$ cat config.mk
export PLATFORM = sky130hd
export DESIGN_NAME = spi_byte_receiver
export DESIGN_NICKNAME = d
export VERILOG_FILES = /design/src/rtl/spi_byte_receiver.sv
export SDC_FILE = /design/constraint.sdc
export NUM_CORES = 1
export LEC_CHECK = 0
export CORE_UTILIZATION = 60
export CTS_BUF_LIST = sky130_fd_sc_hd__clkbuf_8
export DETAILED_ROUTE_END_ITERATION = 10
export PLACE_DENSITY = 0.81
export SLEW_MARGIN = 10
export SYNTH_ARGS = -nofsm -noshare
export SYNTH_HDL_FRONTEND = slang
export SYNTH_SLANG_ARGS = --single-unit
$ cat constraint.sdc
create_clock -name clock -period 2.1 [get_ports clock]
set_input_delay 0.42 -clock clock [delete_from_list [all_inputs] [get_ports clock]]
set_output_delay 0.42 -clock clock [all_outputs]
set_load 0.01 [all_outputs]
$ cat src/rtl/spi_byte_receiver.sv
// Mode-0, MSB-first SPI peripheral receiver: synchronizes the pins, assembles
// bytes under CS, and queues them in a small FIFO with a valid/ready output.
module spi_byte_receiver #(
  parameter int DEPTH = 4
) (
  input  logic       clock,
  input  logic       reset,
  input  logic       spiclk,
  input  logic       spics,
  input  logic       spimosi,
  output logic [7:0] rx_data,
  output logic       rx_valid,
  input  logic       rx_ready,
  output logic       frame_active,
  output logic       abort,
  output logic       overflow
);

  localparam int AW = $clog2(DEPTH);

  typedef enum logic {
    IDLE,
    SHIFT
  } state_t;

  // Pin synchronizers plus one history stage on SCK and CS for edge detection
  logic sck_m, sck_s, sck_d;
  logic cs_m, cs_s, cs_d;
  logic mosi_m, mosi_s;
  logic vld_m, vld_s;

  // NOTE: every register below uses non-blocking assignment so that all flops
  // sample the values from before the edge, independent of statement order.
  always_ff @(posedge clock) begin
    if (reset) begin
      sck_m  <= 1'b0;
      sck_s  <= 1'b0;
      sck_d  <= 1'b0;
      cs_m   <= 1'b1;
      cs_s   <= 1'b1;
      cs_d   <= 1'b1;
      mosi_m <= 1'b0;
      mosi_s <= 1'b0;
      vld_m  <= 1'b0;
      vld_s  <= 1'b0;
    end else begin
      sck_m  <= spiclk;
      sck_s  <= sck_m;
      sck_d  <= sck_s;
      cs_m   <= spics;
      cs_s   <= cs_m;
      cs_d   <= cs_s;
      mosi_m <= spimosi;
      mosi_s <= mosi_m;
      vld_m  <= 1'b1;
      vld_s  <= vld_m;
    end
  end

  logic sck_rise, cs_fall, cs_rise;

  assign sck_rise = sck_s & ~sck_d;
  assign cs_fall  = ~cs_s & cs_d;
  assign cs_rise  = cs_s & ~cs_d;

  // The CS reset value would fake a falling edge when CS is already low at
  // reset exit; arming only after a pin-derived CS high blocks that frame.
  state_t     state;
  logic       armed;
  logic [2:0] bitcnt;
  logic [6:0] shreg;
  logic       push;
  logic [7:0] push_data;

  assign push      = (state == SHIFT) & sck_rise & ~cs_rise & (bitcnt == 3'd7);
  assign push_data = {shreg, mosi_s};

  always_ff @(posedge clock) begin
    if (reset) begin
      state        <= IDLE;
      armed        <= 1'b0;
      bitcnt       <= 3'd0;
      shreg        <= 7'd0;
      frame_active <= 1'b0;
      abort        <= 1'b0;
    end else begin
      abort <= 1'b0;
      if (vld_s && cs_s) begin
        armed <= 1'b1;
      end
      case (state)
        IDLE: begin
          if (cs_fall && armed) begin
            state        <= SHIFT;
            bitcnt       <= 3'd0;
            shreg        <= 7'd0;
            frame_active <= 1'b1;
          end
        end
        SHIFT: begin
          // CS release outranks a coincident SCK edge: no sample, no push
          if (cs_rise) begin
            state        <= IDLE;
            frame_active <= 1'b0;
            abort        <= (bitcnt != 3'd0);
          end else if (sck_rise) begin
            shreg  <= {shreg[5:0], mosi_s};
            bitcnt <= bitcnt + 3'd1;
          end
        end
        default: begin
          state        <= IDLE;
          frame_active <= 1'b0;
        end
      endcase
    end
  end

  // Byte FIFO; pointers carry an extra wrap bit to tell full from empty
  logic [7:0]  mem [DEPTH];
  logic [AW:0] wr_ptr, rd_ptr;
  logic        empty, full, pop, wr_en;

  assign empty = (wr_ptr == rd_ptr);
  assign full  = (wr_ptr[AW] != rd_ptr[AW]) && (wr_ptr[AW-1:0] == rd_ptr[AW-1:0]);
  assign pop   = rx_valid & rx_ready;
  assign wr_en = push & (~full | pop);

  // NOTE: the storage array has no reset; the pointers alone define which
  // entries are live, and rx_data is forced to zero while the FIFO is empty.
  always_ff @(posedge clock) begin
    if (wr_en) begin
      mem[wr_ptr[AW-1:0]] <= push_data;
    end
  end

  always_ff @(posedge clock) begin
    if (reset) begin
      wr_ptr   <= '0;
      rd_ptr   <= '0;
      overflow <= 1'b0;
    end else begin
      if (wr_en) begin
        wr_ptr <= wr_ptr + 1'b1;
      end
      if (pop) begin
        rd_ptr <= rd_ptr + 1'b1;
      end
      if (push && full && !pop) begin
        overflow <= 1'b1;
      end
    end
  end

  assign rx_valid = ~empty;
  assign rx_data  = rx_valid ? mem[rd_ptr[AW-1:0]] : 8'h00;

endmodule
==> impl_results.md, run 1 <==
- Hold violation total from the final report: 0
- Syn_area_per_cell: 13.4 µm²
- Insertion delay to the later sink of the worst-skew pair: about 0.33 ns
- Nets: about 250
- Area fraction of the dominant cell type after synthesis: 37.9%
- Cell type with the highest aggregate area in the netlist: sky130_fd_sc_hd__edfxtp_1
- Number of cell instances on the worst register-to-register path: 6
- Worst hold stages: 1
- Number of distinct library cells after synthesis: 33
- CP Data Required Time: roughly 1.7 ns
- Total die area: roughly 4500 µm²
- Startpoint Class: flip-flop
- Seq cells post-synth: 65
- CP endpoint kind: output port
- TritonCTS clock tree: built
- Area taken by multi-input logic gates: 900 µm²
- End point of the most critical hold path: cs_s$_SDFF_PP1_
- Mapped Area: 2530 µm²
- Reg-to-reg endpoint: mem[0][4]$_DFFE_PP_
- Die width: between 60 and 70 µm
- Worst ir drop on vdd: 0.000582 V
- Max frequency: roughly 0.49 GHz
- First-pass GRT wire length: 7760 µm
- Via count: 1552
- Detailed placer's ending HPWL: roughly 3200 µm
- CP Max Fanout: 8
- Worst Path Class, Setup: reg2out
- Number of warnings reported in the yosys synthesis log: 0
- Largest net degree at the start of global routing: 17
- Overflow left after global routing: 0
- Via count of the first global-routing pass: between 1500 and 2000
- Final design utilization: between 70% and 80%
- Routed length per instance: 16.9 µm
- Antenna viol nets, final: 0
- Final setup skew: 0.00734 ns
- Starting utilization of the core area: 62.9%
- Number of cells produced by synthesis: about 190
- Starting DRC count in detailed routing: between 80 and 90
- Max-slew violation count: 0
- Initial DRT Pass Iterations: 4
- Area added between synthesis and finish: 22.0%
- Total detailed-routing wirelength: 4840 µm
- Leakage power summed over all cells: between 1 and 1.5 nW
- # IOs: 18
- RSZ-0062 raised after global routing: true
- Reg-to-reg critical path startpoint: wr_ptr[2]$_SDFFE_PP0P_
- Storage cell area: roughly 1600 µm²
- Die Height: 67 µm
- Max Cap Viol: 0
- Clk pin slew, worst setup/hold paths: roughly 0.060 ns
- Number of antenna violations at the first check in global routing: 0
- Total nets after synthesis: 203
- Std-Cell Rows: 23
- Transition time at the pin with the least slew margin: 0.505 ns
- H-tree level count: 3
- Data arrival time of the critical path: about 1.6 ns
- Count of antenna diodes in the layout: 0
- Final hold slack: between 0.4 and 0.5 ns
- Final critical path time including I/O delays and setup: a little over 2 ns
- Quantity of I/O buffers inserted on ports: 17
- Status: finished, final reports clean
- Setup slack, reg-to-reg: roughly 0.23 ns
- Overall global routing resource usage: 25.6%
- Layout filler cell count: approximately 250
- Layout cells sized above 1: a little under a third
- CTS sink cnt: between 60 and 70
- Post-route DRC: 0
- Longest Clk Path Bufs: 2
- HP Class: reg2reg
- Floorplan core area: 4030 µm²
- Placed inst area: between 2000 and 3000 µm²
- Gp weighted congestion: slightly above 0.7
- Origin of the worst min-delay path: cs_m$_SDFF_PP1_
- Share of the clock period used by the worst path: 96.6%
- Area of all placed cells without fillers: 3090 µm²
- Via density per instance: about 5.4
- Final-report setup violation count: 0
- Inserted Clock Buffers: 9
- CTS root buf: sky130_fd_sc_hd__clkbuf_8
- Top cells by area, synth: sky130_fd_sc_hd__edfxtp_1, sky130_fd_sc_hd__dfxtp_1, sky130_fd_sc_hd__mux4_2
- Hold buffer count at CTS: 0
- Post-synthesis sequential area ratio: a little under two thirds
- Power density over cell area: 732 nW/µm²
- Headroom to the max-slew limit: between 60% and 70%
-- cells in the mapped netlist, drive strengths merged --
cell / instances
a21oi: 14
a31oi: 2
and2: 3
and2b: 2
and3: 1
buf: 3
clkbuf: 5
dfxtp: 33
edfxtp: 32
ha: 8
inv: 7
mux2: 2
mux2i: 2
mux4: 8
nand2: 12
nand2b: 1
nand3: 9
nand3b: 1
nand4: 1
nor2: 12
nor2b: 15
nor3: 2
nor3b: 1
nor4b: 2
nor4bb: 1
o311ai: 1
o31ai: 1
or2: 3
xor2: 5
-- layout by cell type (no fill, tap or decap), drive strengths merged, types with 2 or more instances in the layout --
master	count
a21oi	14
a31oi	2
and2	3
and2b	2
buf	27
clkbuf	13
clkdlybuf4s50	8
clkinv	4
dfxtp	33
edfxtp	32
ha	8
inv	9
mux2	2
mux2i	2
mux4	8
nand2	12
nand3	9
nor2	12
nor2b	15
nor3	2
nor4b	2
or2	3
xor2	5
-- cell families (layout without fill, tap and decap cells) --
logic type	after synthesis	count (layout)	share of synthesized area, %
buffers and inverters	15	62	2.32
XOR/XNOR	5	5	1.73
flip-flops	65	65	64.0
AND/OR/NAND/NOR	66	66	14.8
adder cells (fa/ha/maj)	8	8	3.95
multiplexers	12	12	9.08
AO/OA/AOI/OAI	18	18	4.15
-- worst max path at each step --
stage	to	slack [ns]	cells after the start
finish	rx_data[2]	0.07	4
global route	rx_data[3]	-0.002	4
detailed placement	rx_data[4]	-0.42	4
floorplan	rx_data[3]	0.33	3
CTS	rx_data[5]	0.00004	4
global placement	rx_data[3]	-0.25	4
-- per-layer routing --
metal	GRT usage [%]	vias up	part of all wire, %
met5	0	-	0
met4	13.0	0	2.5
met3	8.22	9	4.6
met2	42.9	40	53
met1	28.8	752	40
li1	-	751	-
-- cell type report --
class	instances	share of cell area (%)
Clock buffer	10	4.45
Timing Repair Buffer	39	9.91
Inverter	7	0.850
Tap cell	50	2.02
Clock inverter	6	0.850
Sequential cell	65	52.8
Multi-Input combinational cell	109	29.1
-- sequential cells by signal, summed over array words and instances, names as in the netlist, 3 cells and up, named ones only --
| name | flops |
|---|---|
| mem | 32 |
| shreg | 7 |
| bitcnt | 3 |
| rd_ptr | 3 |
| wr_ptr | 3 |
-- per-stage QoR --
step           cells  power (mW)  worst slack [ns]  TNS [ns]
2_1_floorplan    189        1.39             0.330         0
3_3_place_gp     265        1.41            -0.250     -1.44
3_5_place_dp     265        1.42            -0.419     -2.97
4_1_cts          286        2.27         0.0000431         0
5_1_grt          286        2.33          -0.00170  -0.00170
6_report         286        2.26            0.0719         0
-- power by group --
| part | leakage [nW] | total, mW | internal (mW) | switching [mW] |
|---|---|---|---|---|
| Combinational | 0.523 | 0.0508 | 0.0260 | 0.0248 |
| Sequential | 0.569 | 1.34 | 1.33 | 0.00656 |
| Clock | 0.0959 | 0.875 | 0.441 | 0.434 |
| Total | 1.19 | 2.26 | 1.80 | 0.466 |
-- worst max-delay path, cell delays in order, from the launching register on --
cell and delay, ns:
sky130_fd_sc_hd__dfxtp_2 0.34, sky130_fd_sc_hd__buf_12 0.14, sky130_fd_sc_hd__mux4_2 0.51, sky130_fd_sc_hd__nor2b_1 0.15, sky130_fd_sc_hd__buf_2 0.13
-- timing repair --
| action | 4_1_cts | 5_1_grt |
|---|---|---|
| pin swaps | 4 | 0 |
| resized for setup | 40 | 4 |
| setup buffers | 5 | 0 |
| setup endpoints to repair | 9 | 5 |
No activity file was read; power rests on OpenSTA's default activity.
==> inputs of run 2 (changes only) <==
--- a/config.mk
+++ b/config.mk
@@ -7,6 +7,7 @@
 export LEC_CHECK = 0
 export CORE_UTILIZATION = 60
 export CTS_BUF_LIST = sky130_fd_sc_hd__clkbuf_8
+export CTS_CLUSTER_SIZE = 40
 export DETAILED_ROUTE_END_ITERATION = 10
 export PLACE_DENSITY = 0.81
 export SLEW_MARGIN = 10
==> results of run 2 <==
Same layout as run 1: the final DEF is identical, and so are final timing and power.
